--- config.mk ---
export PLATFORM = sky130hd
export DESIGN_NAME = vga_timing_gen
export DESIGN_NICKNAME = d
export VERILOG_FILES = /design/src/rtl/vga_timing_pkg.sv /design/src/rtl/pix_delay_line.sv /design/src/rtl/vga_timing_gen.sv
export SDC_FILE = /design/constraint.sdc
export NUM_CORES = 1
export LEC_CHECK = 0
export ABC_AREA = 0
export CAP_MARGIN = 0
export CORE_MARGIN = 2
export CORE_UTILIZATION = 45
export DETAILED_ROUTE_END_ITERATION = 8
export PLACE_DENSITY = 0.7
export SKIP_LAST_GASP = 1
export SLEW_MARGIN = 20
export SYNTH_ARGS = -nofsm -noshare
export SYNTH_HDL_FRONTEND = slang
export SYNTH_SLANG_ARGS = --single-unit
--- constraint.sdc ---
create_clock -name clk -period 1.9 [get_ports clk]
set_clock_uncertainty 0.1 [all_clocks]
set_input_delay 0.57 -clock clk [delete_from_list [all_inputs] [get_ports clk]]
set_output_delay 0.57 -clock clk [all_outputs]
set_load 0.005 [all_outputs]
--- src/rtl/vga_timing_pkg.sv ---
// Shared 640x480@60 raster timing constants used by the timing stage, the
// image generator and the VGA output driver.
package vga_timing_pkg;

  localparam int COORD_W  = 11;

  localparam int H_ACTIVE = 640;
  localparam int H_FP     = 16;
  localparam int H_SYNC   = 96;
  localparam int H_BP     = 48;
  localparam int H_TOTAL  = H_ACTIVE + H_FP + H_SYNC + H_BP;

  localparam int V_ACTIVE = 480;
  localparam int V_FP     = 10;
  localparam int V_SYNC   = 2;
  localparam int V_BP     = 33;
  localparam int V_TOTAL  = V_ACTIVE + V_FP + V_SYNC + V_BP;

endpackage

--- src/rtl/pix_delay_line.sv ---
// Enable-gated shift register. Each stage resets to RST_VAL and advances only
// when en is high. DEPTH=0 is a plain wire from din to dout.
module pix_delay_line #(
  parameter int                WIDTH   = 3,
  parameter int                DEPTH   = 2,
  parameter logic [WIDTH-1:0]  RST_VAL = '0
) (
  input  logic             clk,
  input  logic             rst,
  input  logic             en,
  input  logic [WIDTH-1:0] din,
  output logic [WIDTH-1:0] dout
);

  if (DEPTH == 0) begin : g_wire
    logic unused_ctrl;
    assign unused_ctrl = ^{clk, rst, en};
    assign dout = din;
  end else begin : g_shift
    logic [WIDTH-1:0] stg [DEPTH];

    // Shift one stage per enable; reset loads every stage with RST_VAL.
    always_ff @(posedge clk) begin
      if (rst) begin
        for (int i = 0; i < DEPTH; i++) stg[i] <= RST_VAL;
      end else if (en) begin
        stg[0] <= din;
        for (int i = 1; i < DEPTH; i++) stg[i] <= stg[i-1];
      end
    end

    assign dout = stg[DEPTH-1];
  end

endmodule

--- src/rtl/vga_timing_gen.sv ---
// Raster timing stage: pixel-rate enable, x/y counters, line/frame markers and
// sync/active flags delayed to line up with the colour pipeline.
module vga_timing_gen
  import vga_timing_pkg::*;
#(
  parameter int   CLK_DIV    = 2,
  parameter int   H_ACTIVE   = vga_timing_pkg::H_ACTIVE,
  parameter int   H_FP       = vga_timing_pkg::H_FP,
  parameter int   H_SYNC     = vga_timing_pkg::H_SYNC,
  parameter int   H_BP       = vga_timing_pkg::H_BP,
  parameter int   V_ACTIVE   = vga_timing_pkg::V_ACTIVE,
  parameter int   V_FP       = vga_timing_pkg::V_FP,
  parameter int   V_SYNC     = vga_timing_pkg::V_SYNC,
  parameter int   V_BP       = vga_timing_pkg::V_BP,
  parameter logic SYNC_POL   = 1'b0,
  parameter int   PIPE_DELAY = 2
) (
  input  logic               clk,
  input  logic               rst,
  output logic               pix_en,
  output logic [COORD_W-1:0] x,
  output logic [COORD_W-1:0] y,
  output logic               line_start,
  output logic               frame_start,
  output logic               active,
  output logic               h_sync,
  output logic               v_sync
);

  localparam logic [COORD_W-1:0] H_LAST   = COORD_W'(H_ACTIVE + H_FP + H_SYNC + H_BP - 1);
  localparam logic [COORD_W-1:0] V_LAST   = COORD_W'(V_ACTIVE + V_FP + V_SYNC + V_BP - 1);
  localparam logic [COORD_W-1:0] H_ACT_END = COORD_W'(H_ACTIVE);
  localparam logic [COORD_W-1:0] V_ACT_END = COORD_W'(V_ACTIVE);
  localparam logic [COORD_W-1:0] HS_BEGIN = COORD_W'(H_ACTIVE + H_FP);
  localparam logic [COORD_W-1:0] HS_END   = COORD_W'(H_ACTIVE + H_FP + H_SYNC);
  localparam logic [COORD_W-1:0] VS_BEGIN = COORD_W'(V_ACTIVE + V_FP);
  localparam logic [COORD_W-1:0] VS_END   = COORD_W'(V_ACTIVE + V_FP + V_SYNC);

  localparam int               DIV_W    = (CLK_DIV > 1) ? $clog2(CLK_DIV) : 1;
  localparam logic [DIV_W-1:0] DIV_LAST = DIV_W'(CLK_DIV - 1);

  logic [DIV_W-1:0] div_cnt;
  logic             act0;
  logic             hs_on;
  logic             vs_on;
  logic [2:0]       flags0;
  logic [2:0]       flags_d;

  // Clock divider; pix_en is registered so it reaches CLK_DIV clocks after reset.
  always_ff @(posedge clk) begin
    if (rst) begin
      div_cnt <= '0;
      pix_en  <= 1'b0;
    end else begin
      pix_en  <= (div_cnt == DIV_LAST);
      div_cnt <= (div_cnt == DIV_LAST) ? '0 : div_cnt + DIV_W'(1);
    end
  end

  // Raster counters advance once per pixel slot and wrap at the line/frame totals.
  always_ff @(posedge clk) begin
    if (rst) begin
      x <= '0;
      y <= '0;
    end else if (pix_en) begin
      if (x == H_LAST) begin
        x <= '0;
        y <= (y == V_LAST) ? '0 : y + COORD_W'(1);
      end else begin
        x <= x + COORD_W'(1);
      end
    end
  end

  // Markers flag the slot in which the line/frame origin is being presented.
  assign line_start  = pix_en && (x == '0);
  assign frame_start = pix_en && (x == '0) && (y == '0);

  // Undelayed flags, with sync converted to output level before the delay line
  // so the reset value of each stage is simply the deasserted level.
  assign act0   = (x < H_ACT_END) && (y < V_ACT_END);
  assign hs_on  = (x >= HS_BEGIN) && (x < HS_END);
  assign vs_on  = (y >= VS_BEGIN) && (y < VS_END);
  assign flags0 = {act0, hs_on ? SYNC_POL : ~SYNC_POL, vs_on ? SYNC_POL : ~SYNC_POL};

  pix_delay_line #(
    .WIDTH   (3),
    .DEPTH   (PIPE_DELAY),
    .RST_VAL ({1'b0, ~SYNC_POL, ~SYNC_POL})
  ) u_delay (
    .clk  (clk),
    .rst  (rst),
    .en   (pix_en),
    .din  (flags0),
    .dout (flags_d)
  );

  assign active = flags_d[2];
  assign h_sync = flags_d[1];
  assign v_sync = flags_d[0];

endmodule

==> impl_summary.md <==
Run status
The flow ran to the end, but the final reports show violations. The final reports fail on setup timing.

Setup path
The setup slack of the worst register-to-register path is -180 ps. The critical path is of the flip-flop to primary output type. The cell family contributing the most delay on the critical path is simple AND/OR/NAND/NOR gates. The largest stage delay on the critical path is 340 ps.

STA classifies the critical path startpoint as a flip-flop. The count of buffer and inverter cells on the critical path is 3. The terminus of the critical flop-to-flop path is y[7]$_SDFFE_PP0P_. The count of cells along the worst register-to-register path is 6. For this design, the slowest cell found on the critical path is dfxtp_2. The startpoint identified for the worst register-to-register timing path is x[1]$_SDFFE_PP0P_. Counting buffers and inverters, the worst setup path is 7 cells deep. In this run the worst path has a maximum fanout of 2.

The worst setup path is captured at a primary output. The critical path required time is 1230 ps. Data on the critical path arrives at its endpoint at approximately 1600 ps.

Traced cell by cell, the critical path runs through inv_2 -> ha_4 -> nor4b_4 -> and3_1 -> buf_4 -> and4_1 -> buf_2.

Clocking
The clock tree from TritonCTS is built. The maximum level of the CTS H-tree is 2. The CTS sink count is 30. The root cell of the clock tree is clkbuf_4. The insertion delay of the later-clocked pin in the worst-skew pair is 330 ps.

After clock tree synthesis, the clock-pin slew on the worst setup and hold paths is 90 ps. Counting along the longest clock path gives a buffer depth of 2. For this design, the CTS-stage hold fixing added 0 buffers.

TritonCTS created 5 clock buffers.

Die
The die is 61.5 microns wide. The core region area is 3100 sq um. 30 I/O pins were placed. The number of placement rows is 20. The height of the die is 61.5 microns. The initial utilization of the core area, before any placement, comes to 0.479.

The die covers 3780 sq um.

Routing
The first routing iteration left 115 violations. The total wire length after detailed routing is 3850 microns. In the final routed layout, each cell accounts on average for 13.9 microns.

The final route contains 1482 vias. The residual DRC count is 0. The ratio of routed vias to standard cells is 5.37.

The number of nets still failing antenna checks after routing is 0. The first TritonRoute pass finished after 4 iterations.

Global routing
The number of antenna violations at the first check in global routing is 0. The global-route usage over all layers is 0.227. Entering global routing, the biggest net connects 11 pins. The via count of the first global-routing pass is 1383. In the global route stage, met3 resource usage came out at 0.0945.

For met2 alone, demand over resource in global routing was 0.347. For met1 alone, demand over resource in global routing was 0.276. The most used routing layer in global routing is met2. The first global-routing pass estimated 6200 microns of wire.

The sum of overflow across all layers after global routing is 0.

Synth
Counting every net in the synthesized netlist gives 166. The number of storage elements in the synthesis netlist is 30. The synthesized-area fraction occupied by xor and xnor cells is 0.0708. After synthesis, the most frequently instantiated cells are dfxtp_1 (24), nand3_1 (13), nor3_1 (11). The main combinational cell family by area after synthesis is simple AND/OR/NAND/NOR gates. Of the post-synthesis cell area, the part taken by muxes is 0.00758. Of the total synthesized cell area, the portion taken by full adders, half adders and majority gates is 0.0337. The cell with the most instances after synthesis is dfxtp_1. After synthesis, the cell types taking the most area are dfxtp_1 (32%), edfxtp_1 (12%), xor2_1 (4.7%), nand3_1 (4.4%), nor3_1 (3.7%). The cell area after technology mapping is between 1000 and 1500 sq um. The portion of synthesized cell area occupied by the leading cell type is 0.324.

The synthesized netlist contains 36 unique library cells. The share of flip-flops with an asynchronous set or reset after synthesis is 0. Of the total synthesized cell area, the portion taken by AND, OR, NAND and NOR gates is 0.329. The fraction of the mapped netlist area in compound gates is 0.0691. Yosys mapped a number of flops with a built-in enable equal to 6. Yosys printed 0 warnings. The synthesized netlist cell count is 160.

The synthesized area per cell is 9.28 sq um. The proportion of synthesized chip area in sequential cells is 0.445. The prevailing post-synth register cell is dfxtp_1. The cell accounting for the most synthesized area is dfxtp_1.

Place
The count of buffers inserted at the top-level ports is 29. The standard cell area after detailed placement is 2100 sq um. In this run, placement finished with an instance count of ~270. Routability-driven placement finished with a final weighted congestion of 0.828. The wire-length estimate of the detail-placed layout is 2890 microns.

Layout
The final core utilization is 0.721. The area growth from synthesis to layout is 50.7%. Leaving out filler cells and counting taps, the final layout contains 276. The final layout net count is 237. The total inserted antenna cells is 0. Of the cells placed in the final design, the portion with a size suffix greater than 1 is 0.388.

The summed area of non-filler cells in the final layout is 2240 sq um.

Power
The cell area power density is 488 nW/um^2. The leakage power is 0.952 nW. The worst supply voltage drop on vdd is approximately 370 uV. The overall power consumption is 1.09 mW.

STA
The worst pin sits at a relative slew slack of 0.629. The post-route worst hold slack is around 310 ps. The final critical-path required period is 2260 ps. The slew at the pin with the worst max-slew slack is 549 ps. Across all setup checks in the final design, the least slack found is -356 ps. Setup repair after global routing could not meet its margin everywhere. The final setup violation count is 8. The count of endpoints failing hold in the final timing report came to 0. Derived from the worst setup path, the maximum achievable clock frequency is roughly 0.44 GHz. The count of pins over their slew limit was 0. The share of the cycle needed by the critical path after routing is 1.19.

Hold path
The worst hold path belongs to the class flip-flop to flip-flop. The worst hold path begins at div_cnt$_SDFF_PP0_. Counting instances, the worst hold path has a depth of 1. The worst min-delay path endpoint is div_cnt$_SDFF_PP0_.

Flow run
Max-cap violations in this run came to 0.
cell families after synthesis:
logic type                 count (synthesis)
and+or+nand+nor                           82
xor gates and xnor gates                  12
DFF                                       30
AOI/OAI and AO/OA                         18
adders and majority gates                  4
muxes                                      1
buffers and inverters                     13
area by class of cell:
type	instances	area [sq um]
fill	265	865
multi-input combinational	117	826
sequential	30	688
timing repair buffer	71	596
tap	44	55.1
clock buffer	6	41.3
inverter	6	22.5
clock inverter	2	10.0
state kept, by name, summed over array words and instances, names as in the netlist:
signal,count
y,11
pix_en,1
div_cnt,1
u_delay.g_shift.stg,6
x,11
report_power, final:
part	internal, mW	switching (mW)	leakage (nW)
Sequential	0.656	0.00326	0.254
Combinational	0.0394	0.0318	0.666
Clock	0.141	0.221	0.0320
Total	0.836	0.256	0.952
cells in the final DEF, fill, tap and decap left out, types with 3 or more instances in the layout:
| cell type | instances |
|---|---|
| a21oi_1 | 6 |
| and4_1 | 4 |
| buf_4 | 36 |
| buf_6 | 7 |
| clkbuf_4 | 5 |
| clkdlybuf4s50_1 | 4 |
| dfxtp_2 | 22 |
| dlygate4sd2_1 | 23 |
| edfxtp_1 | 6 |
| inv_1 | 4 |
| nand2_1 | 7 |
| nand2b_1 | 3 |
| nand3_1 | 13 |
| nand4_1 | 7 |
| nor2_1 | 10 |
| nor2b_1 | 3 |
| nor3_1 | 11 |
| nor4_1 | 3 |
| o21ai_0 | 6 |
| or3_1 | 3 |
| or3_4 | 3 |
| xnor2_1 | 4 |
| xor2_1 | 8 |
per-stage QoR:
step                setup TNS, ps  setup slack (ps)
floorplan                   -48.0             -48.0
global placement            -1600              -394
detailed placement          -2130              -416
CTS                         -1070              -373
global route                -1810              -424
finish                      -1140              -356
layer usage:
metal,part of all wire,vias to the layer above
met2,0.47,45
met4,0.022,0
met1,0.45,693
li1,-,733
met5,0,-
met3,0.062,11
worst max path at each step:
stage	start	endpoint	slack, ps
CTS	x[0]$_SDFFE_PP0P_	frame_start	-370
global route	x[1]$_SDFFE_PP0P_	frame_start	-420
detailed placement	x[0]$_SDFFE_PP0P_	frame_start	-420
finish	x[1]$_SDFFE_PP0P_	frame_start	-360
global placement	x[0]$_SDFFE_PP0P_	frame_start	-390
floorplan	x[7]$_SDFFE_PP0P_	y[7]$_SDFFE_PP0P_	-50
repair_timing:
item | in CTS | in global routing
buffers inserted | 2 | 1
endpoints found under the setup margin | 31 | 9
gates resized for setup | 61 | 7
pin swaps | 5 | 2
Power figures use the tool's default switching activity.
